--- src/rtl/multicycle_ctrl.sv ---
// Multicycle RISC-V style control unit: Moore FSM sequencing FETCH/DECODE/
// EXEC/MEM/WB with a sticky HALT trap on illegal opcodes and a retired-
// instruction counter.
// Optional feature: define BRANCH_EN to add BEQ (3-cycle branch through EXEC).
module multicycle_ctrl (
    input  logic        clk,
    input  logic        rst,
    input  logic [6:0]  opcode,
    input  logic        mem_ready,
    output logic        pc_write,
    output logic        ir_write,
    output logic        reg_write,
    output logic        mem_read,
    output logic        mem_write,
    output logic        mem_to_reg,
    output logic        alu_src,
    output logic [1:0]  alu_op,
    output logic        pc_write_cond,
    output logic        pc_src,
    output logic [2:0]  state,
    output logic        halted,
    output logic [31:0] instret
);

    localparam int unsigned STATE_W = 3;
    localparam int unsigned OP_W    = 7;
    localparam int unsigned CNT_W   = 32;

    localparam logic [STATE_W-1:0] S_FETCH  = STATE_W'(0);
    localparam logic [STATE_W-1:0] S_DECODE = STATE_W'(1);
    localparam logic [STATE_W-1:0] S_EXEC   = STATE_W'(2);
    localparam logic [STATE_W-1:0] S_MEM    = STATE_W'(3);
    localparam logic [STATE_W-1:0] S_WB     = STATE_W'(4);
    localparam logic [STATE_W-1:0] S_HALT   = STATE_W'(5);

    localparam logic [OP_W-1:0] OP_R  = 7'b0110011;
    localparam logic [OP_W-1:0] OP_I  = 7'b0010011;
    localparam logic [OP_W-1:0] OP_LW = 7'b0000011;
    localparam logic [OP_W-1:0] OP_SW = 7'b0100011;
`ifdef BRANCH_EN
    localparam logic [OP_W-1:0] OP_BEQ = 7'b1100011;
`endif

    localparam logic [1:0] ALU_ADD   = 2'b00;
    localparam logic [1:0] ALU_FUNCT = 2'b10;
`ifdef BRANCH_EN
    localparam logic [1:0] ALU_SUB   = 2'b01;
`endif

    logic [STATE_W-1:0] state_q;
    logic [STATE_W-1:0] state_d;
    logic [OP_W-1:0]    op_q;
    logic [CNT_W-1:0]   instret_q;
    logic               retire;
    logic               opcode_legal;

    // Opcodes that DECODE accepts; everything else traps to HALT
`ifdef BRANCH_EN
    assign opcode_legal = (opcode == OP_R) || (opcode == OP_I) ||
                          (opcode == OP_LW) || (opcode == OP_SW) ||
                          (opcode == OP_BEQ);
`else
    assign opcode_legal = (opcode == OP_R) || (opcode == OP_I) ||
                          (opcode == OP_LW) || (opcode == OP_SW);
`endif

    // State register
    always_ff @(posedge clk) begin
        if (rst) begin
            state_q <= S_FETCH;
        end else begin
            state_q <= state_d;
        end
    end

    // Opcode latch (end of DECODE) and retired-instruction counter
    always_ff @(posedge clk) begin
        if (rst) begin
            op_q      <= '0;
            instret_q <= '0;
        end else begin
            if (state_q == S_DECODE) begin
                op_q <= opcode;
            end
            if (retire) begin
                instret_q <= instret_q + CNT_W'(1);
            end
        end
    end

    // Next-state logic; retire flags the exit from an instruction's last state
    always_comb begin
        state_d = state_q;
        retire  = 1'b0;
        case (state_q)
            S_FETCH:  state_d = S_DECODE;
            S_DECODE: state_d = opcode_legal ? S_EXEC : S_HALT;
            S_EXEC: begin
                case (op_q)
                    OP_R, OP_I:   state_d = S_WB;
                    OP_LW, OP_SW: state_d = S_MEM;
`ifdef BRANCH_EN
                    OP_BEQ: begin
                        state_d = S_FETCH;
                        retire  = 1'b1;
                    end
`endif
                    default:      state_d = S_HALT;
                endcase
            end
            S_MEM: begin
                if (mem_ready) begin
                    if (op_q == OP_LW) begin
                        state_d = S_WB;
                    end else begin
                        state_d = S_FETCH;
                        retire  = 1'b1;
                    end
                end
            end
            S_WB: begin
                state_d = S_FETCH;
                retire  = 1'b1;
            end
            S_HALT:   state_d = S_HALT;
            default:  state_d = S_FETCH;
        endcase
    end

    // Moore output decode from state and latched opcode, forced idle in reset
    always_comb begin
        pc_write      = 1'b0;
        ir_write      = 1'b0;
        reg_write     = 1'b0;
        mem_read      = 1'b0;
        mem_write     = 1'b0;
        mem_to_reg    = 1'b0;
        alu_src       = 1'b0;
        alu_op        = ALU_ADD;
        pc_write_cond = 1'b0;
        pc_src        = 1'b0;
        if (!rst) begin
            case (state_q)
                S_FETCH: begin
                    ir_write = 1'b1;
                    pc_write = 1'b1;
                end
                S_EXEC: begin
                    case (op_q)
                        OP_R: alu_op = ALU_FUNCT;
                        OP_I: begin
                            alu_op  = ALU_FUNCT;
                            alu_src = 1'b1;
                        end
                        OP_LW, OP_SW: alu_src = 1'b1;
`ifdef BRANCH_EN
                        OP_BEQ: begin
                            alu_op        = ALU_SUB;
                            pc_write_cond = 1'b1;
                            pc_src        = 1'b1;
                        end
`endif
                        default: ;
                    endcase
                end
                S_MEM: begin
                    mem_read  = (op_q == OP_LW);
                    mem_write = (op_q == OP_SW);
                end
                S_WB: begin
                    reg_write  = 1'b1;
                    mem_to_reg = (op_q == OP_LW);
                end
                default: ;
            endcase
        end
    end

    // Status outputs
    assign state   = state_q;
    assign halted  = (state_q == S_HALT) && !rst;
    assign instret = rst ? '0 : instret_q;

endmodule
--- config.mk ---
export PLATFORM = sky130hd
export DESIGN_NAME = multicycle_ctrl
export DESIGN_NICKNAME = d
export VERILOG_FILES = /design/src/rtl/multicycle_ctrl.sv
export SDC_FILE = /design/constraint.sdc
export NUM_CORES = 1
export LEC_CHECK = 0
export ABC_AREA = 0
export CORE_UTILIZATION = 40
export DETAILED_ROUTE_END_ITERATION = 16
export PLACE_DENSITY = 0.66
export REMOVE_ABC_BUFFERS = 1
export SLEW_MARGIN = 20
export SYNTH_ARGS = -nofsm -noshare
export SYNTH_HDL_FRONTEND = slang
export SYNTH_SLANG_ARGS = --single-unit
export TNS_END_PERCENT = 50
--- constraint.sdc ---
create_clock -name clk -period 2.11 [get_ports clk]
set_input_delay 0.5275 -clock clk [delete_from_list [all_inputs] [get_ports clk]]
set_output_delay 0.5275 -clock clk [all_outputs]
set_load 0.03 [all_outputs]
==> results of run 1 <==
==> tightest hold or removal path, delay by kind of cell (launching register included) <==
family	cells	cell delay, ps
flip-flops	1	320
AO/OA/AOI/OAI	2	120
==> cells in the mapped netlist, drive strengths merged (6+ instances only) <==
cell     count
clkbuf      12
xor2        16
a21oi       23
nand4        6
nand3        8
nand2       15
or3          9
nor2b       30
nor2        35
o21ai       23
o2111ai     10
and3         8
inv          6
dfxtp       42
buf          9
nor3         6
==> path summary, 6_finish.rpt <==
path | from | to | slack (ps) | depth (start not counted)
hold reg to reg | op_q[1] | op_q[1] | 480 | 2
setup / recovery | op_q[3] | alu_src | -80 | 5
hold / removal | op_q[1] | op_q[1] | 480 | 2
setup reg to reg | op_q[3] | instret_q[6] | 80 | 9
==> per-stage QoR <==
step | cells | setup WS (ps) | instance area (µm²) | setup TNS (ps) | util [%]
finish | 446 | -83.8 | 3260 | -337 | 57.8
global route | 446 | -151 | 3260 | -734 | 57.8
CTS | 444 | -124 | 3230 | -509 | 57.2
detailed placement | 435 | -246 | 3060 | -5140 | 54.3
global placement | 435 | -226 | 3060 | -4890 | 54.3
floorplan | 279 | -786 | 2290 | -8340 | -
==> metal layers <==
| layer | routed length [µm] | global-route usage, % |
|---|---|---|
| met1 | 2780 | 24.2 |
| met2 | 2640 | 30.9 |
| met3 | 191 | 3.31 |
| met4 | 91 | 7.45 |
| met5 | 0 | 0 |
==> final cells by class <==
| cell class | instances | share of cell area (%) |
|---|---|---|
| inverters | 6 | 0.690 |
| multi-input cells | 231 | 45.5 |
| repair buffers | 87 | 21.9 |
| well taps | 72 | 2.76 |
| flip-flops and latches | 42 | 25.8 |
| clock buffers | 8 | 3.37 |
==> cells in the final DEF, fill, tap and decap left out, types with 9 or more instances in the layout <==
cell,n
nor2_1,33
dfxtp_1,41
or3_1,9
a21oi_1,23
clkdlybuf4s50_1,10
o21ai_0,21
buf_4,70
nand2_1,15
nor2b_1,30
xor2_1,16
==> logic make-up (layout without fill, tap and decap cells) <==
group,count (synthesis),count (layout),share of synthesized area (%)
AOI/OAI and AO/OA,67,67,18.3
xor gates and xnor gates,16,16,5.83
adders and majority gates,1,1,0.520
buffers and inverters,27,101,5.88
DFF,42,42,35.0
muxes,4,4,1.82
other,1,3,0.156
and+or+nand+nor,140,140,32.5
==> power by group through the flow <==
stage / clock, mW / sequential, mW / combinational, mW
after floorplan: 0 / 0.846 / 0.0650
after global placement: 0 / 0.835 / 0.174
after detailed placement: 0 / 0.836 / 0.175
after CTS: 0.629 / 0.818 / 0.181
after global routing: 0.665 / 0.820 / 0.198
final: 0.612 / 0.818 / 0.181
==> registers in the layout, summed over array words and instances (netlist names) <==
register,count
op_q,7
instret_q,32
state,3
==> timing repair <==
action                                  4_1_cts  5_1_grt
endpoints found under the setup margin       16       14
gates resized for setup                      12        4
gates cloned                                  0        0
buffers inserted                              1        2
hold endpoints to repair                      0        0
pin swaps                                     2        6
==> flow_metrics.env, run 1 <==
export IMPL_hold_path_class="reg -> reg"
export IMPL_synth_top_area_share_pct=35.0
export IMPL_core_area_um2=5640
export IMPL_routedWlPerCell_um=12.8
export IMPL_sw_frac_of_total_pct=24.8
export IMPL_setup_violations=5
export IMPL_num_vias=2360
export IMPL_cp_slowest_cell="or3b_4"
export IMPL_grt_max_degree=65
export IMPL_synth_area_um2=2400
export IMPL_maxSlewViolCount=0
export IMPL_peakVddDrop_v=0.000333
export IMPL_n_antenna_cell=0
export IMPL_cts_root_buf="clkbuf_8"
export IMPL_cts_hold_buf=0
export IMPL_total_power_mw=1.61
export IMPL_period_share_pct=104
export IMPL_cts_buffers=5
export IMPL_p_leak_nw=1.26
export IMPL_htree_levels=2
export IMPL_rsz0062_at_grt="true"
export IMPL_fin_crit_ps=2190
export IMPL_drcViolationCount=0
export IMPL_path_buf_inv=1
export IMPL_ys_ff_latch=42
export IMPL_clk_pin_slew_ps=80
export IMPL_vias_per_cell=5.29
export IMPL_start_kind="flop"
export IMPL_dieArea_um2=6320
export IMPL_pwr_share_comb_pct=11.2
export IMPL_grt_pass1_wl_um=9490
export IMPL_crit_type="reg -> out"
export IMPL_path_max_fanout=3
export IMPL_fin_nets=384
export IMPL_dp_final_hpwl_um=4080
export IMPL_avgSynthCellArea_um2=8.07
export IMPL_max_stage_delay_ps=410
export IMPL_skew_ps=3.24
export IMPL_violations="negative setup slack"
export IMPL_fillers=530
export IMPL_power_frac_seq_pct=50.8
export IMPL_clkSinkCount=42
export IMPL_cap_violations=0
export IMPL_clk_latency_ps=300
export IMPL_clkPwrFrac_pct=38.0
export IMPL_ys_types=46
export IMPL_intPower_mw=1.21
export IMPL_row_count=27
export IMPL_antenna_left=0
export IMPL_fin_hold_ws_ps=477
export IMPL_synth_top_area_cell="dfxtp_1"
export IMPL_pin_count=57
export IMPL_area_delta_synth_final_pct=35.8
export IMPL_antenna_found_initial=0
export IMPL_synthFlopType="dfxtp_1"
export IMPL_grt_usage_pct=18.8
export IMPL_fp_dieW_um=79.5
export IMPL_p_sw_mw=0.400
export IMPL_regArea_um2=842
export IMPL_drive_gt1_share_pct=28.9
export IMPL_synthArstFlopShare_pct=0
export IMPL_crit_chain="or3b_4 > nor3b_2 > nand3_1 > a21oi_1 > buf_4"
export IMPL_required_ps=1580
export IMPL_drtPass1Iterations=4
export IMPL_syn_instance_count=298
export IMPL_multi_input_area_um2=1490
export IMPL_start_util_pct=42.6
export IMPL_max_freq_ghz=0.456
export IMPL_status="finished with violations"
export IMPL_yosys_top_cells_area="dfxtp_1 35%, nor2b_1 7.8%, xor2_1 5.8%"
export IMPL_grt_pass1_vias=2097
export IMPL_p_per_area_nw_per_um2=494
export IMPL_critical_path_arrival_ps=1670
export IMPL_cts_max_path_buffers=2
export IMPL_die_y_um=79.5
export IMPL_totalWireLength_um=5710
export IMPL_hold_viol=0
export IMPL_place_congestion=0.806
export IMPL_seq_area_frac_synth_pct=35.0
export IMPL_drtIter0Drc=87
export IMPL_grt_overflow=0
export IMPL_setup_slack_ps=-83.8
export IMPL_cp_top_family="simple AND/OR/NAND/NOR gates"
export IMPL_end_kind="primary output"
export IMPL_cts_tree="built"
export IMPL_yosysWarnings=0
export IMPL_portBuffers=53
export IMPL_synth_enable_flop_cells=0
Note: power is estimated with default switching activity, not from simulation.
==> inputs of run 2 (changes only) <==
--- a/config.mk
+++ b/config.mk
@@ -7,7 +7,9 @@
 export LEC_CHECK = 0
 export ABC_AREA = 0
 export CORE_UTILIZATION = 40
+export CTS_CLUSTER_SIZE = 25
 export DETAILED_ROUTE_END_ITERATION = 16
+export HOLD_SLACK_MARGIN = 0.02
 export PLACE_DENSITY = 0.66
 export REMOVE_ABC_BUFFERS = 1
 export SLEW_MARGIN = 20
==> results of run 2 <==
No change in the layout: final DEF, timing and power equal those of run 1.
==> inputs of run 3 (changes only) <==
--- a/config.mk
+++ b/config.mk
@@ -12,6 +12,7 @@
 export HOLD_SLACK_MARGIN = 0.02
 export PLACE_DENSITY = 0.66
 export REMOVE_ABC_BUFFERS = 1
+export SETUP_SLACK_MARGIN = 0.4
 export SLEW_MARGIN = 20
 export SYNTH_ARGS = -nofsm -noshare
 export SYNTH_HDL_FRONTEND = slang
==> flow_metrics.env, run 3 (synthesized netlist as in run 1, its figures left out) <==
export IMPL_status="finished with violations"
export IMPL_violations="negative setup slack"
export IMPL_stdcell_count=457
export IMPL_clkSinkCount=42
export IMPL_fin_nets=395
export IMPL_critical_path_arrival_ps=1680
export IMPL_design_area_um2=3910
export IMPL_setup_violations=5
export IMPL_die_y_um=79.5
export IMPL_hold_path_class="in -> reg"
export IMPL_row_count=27
export IMPL_cts_max_path_buffers=2
export IMPL_start_util_pct=42.6
export IMPL_skew_ps=3.22
export IMPL_cap_violations=0
export IMPL_grt_pass1_vias=2279
export IMPL_htree_levels=2
export IMPL_period_share_pct=105
export IMPL_required_ps=1580
export IMPL_drtIter0Drc=138
export IMPL_antenna_found_initial=0
export IMPL_multi_input_area_um2=1850
export IMPL_crit_type="reg -> out"
export IMPL_finalSetupTns_ps=-416
export IMPL_cts_tree="built"
export IMPL_clk_pin_slew_ps=80
export IMPL_layout_commonest_cell="buf_4"
export IMPL_path_buf_inv=1
export IMPL_drive_gt1_share_pct=43.9
export IMPL_start_kind="flop"
export IMPL_clk_latency_ps=300
export IMPL_cts_buffers=5
export IMPL_fp_dieW_um=79.5
export IMPL_cp_slowest_cell="or3b_4"
export IMPL_intPower_mw=1.23
export IMPL_p_sw_mw=0.430
export IMPL_grt_usage_pct=20.4
export IMPL_maxSlewViolCount=0
export IMPL_pin_count=57
export IMPL_pwr_share_comb_pct=13.5
export IMPL_path_max_fanout=3
export IMPL_portBuffers=53
export IMPL_routedWlPerCell_um=13.9
export IMPL_postLayoutCoreUtil_pct=69.3
export IMPL_post_place_cells=435
export IMPL_crit_chain="or3b_4 > nor3b_2 > nand3_1 > a21oi_1 > buf_4"
export IMPL_hold_viol=0
export IMPL_grt_pass1_wl_um=10200
export IMPL_n_antenna_cell=0
export IMPL_place_congestion=0.806
export IMPL_cp_top_family="simple AND/OR/NAND/NOR gates"
export IMPL_fin_crit_ps=2210
export IMPL_drtPass1Iterations=4
export IMPL_dp_final_hpwl_um=4080
export IMPL_place_ws_ps=-246
export IMPL_totalWireLength_um=6350
export IMPL_grt_overflow=0
export IMPL_fin_hold_ws_ps=410
export IMPL_clkPwrFrac_pct=37.0
export IMPL_vias_per_cell=5.29
export IMPL_core_area_um2=5640
export IMPL_drcViolationCount=0
export IMPL_cts_hold_buf=0
export IMPL_rsz0062_at_grt="true"
export IMPL_sw_frac_of_total_pct=25.9
export IMPL_peakVddDrop_v=0.000260
export IMPL_placed_cell_area_um2=3060
export IMPL_regToRegSetupSlack_ps=60
export IMPL_area_delta_synth_final_pct=62.6
export IMPL_dieArea_um2=6320
export IMPL_p_per_area_nw_per_um2=424
export IMPL_largest_reg_flops=32
export IMPL_power_frac_seq_pct=49.4
export IMPL_setup_slack_ps=-100
export IMPL_cts_root_buf="clkbuf_8"
export IMPL_regArea_um2=861
export IMPL_num_vias=2417
export IMPL_antenna_left=0
export IMPL_p_leak_nw=1.41
export IMPL_max_stage_delay_ps=410
export IMPL_max_freq_ghz=0.452
export IMPL_largest_register="instret_q"
export IMPL_grt_max_degree=65
export IMPL_layout_common_cells="45 x buf_4, 36 x buf_6, 32 x dfxtp_1"
export IMPL_end_kind="primary output"
export IMPL_total_power_mw=1.66
export IMPL_fillers=426
-- run 3: area by class of cell --
type                    count  area share, %
clock buffers               8           2.82
multi-input cells         231           47.4
inverters                   6          0.576
flip-flops and latches     42           22.0
well taps                  72           2.30
repair buffers             98           24.9
-- run 3: worst paths after layout --
kind,startpoint,end,cells after the start
worst max-delay path,op_q[3],alu_src,5
worst min-delay path,rst,state[0],2
worst max register to register,op_q[3],instret_q[6],9
worst min register to register,op_q[1],op_q[1],2
-- run 3: what timing repair did --
item,in CTS,in global routing
endpoints found under the hold margin,0,0
endpoints found under the setup margin,74,72
setup buffers,12,2
pin swaps,24,22
gates resized for setup,92,62
-- run 3: routing by layer --
metal	part of all wire [%]	routed length, µm	up-vias	track usage, %
met4	1.2	78	0	7.09
met5	0	0	-	0
met1	46	2910	1140	25.6
li1	-	-	1226	-
met3	3.4	214	7	3.20
met2	50	3140	44	35.0
-- run 3: power groups by stage --
| stage | combinational (mW) | clock, mW | sequential [mW] |
|---|---|---|---|
| floorplan | 0.0650 | 0 | 0.846 |
| global placement | 0.174 | 0 | 0.835 |
| detailed placement | 0.175 | 0 | 0.836 |
| CTS | 0.207 | 0.629 | 0.819 |
| global route | 0.242 | 0.669 | 0.822 |
| finish | 0.225 | 0.614 | 0.820 |
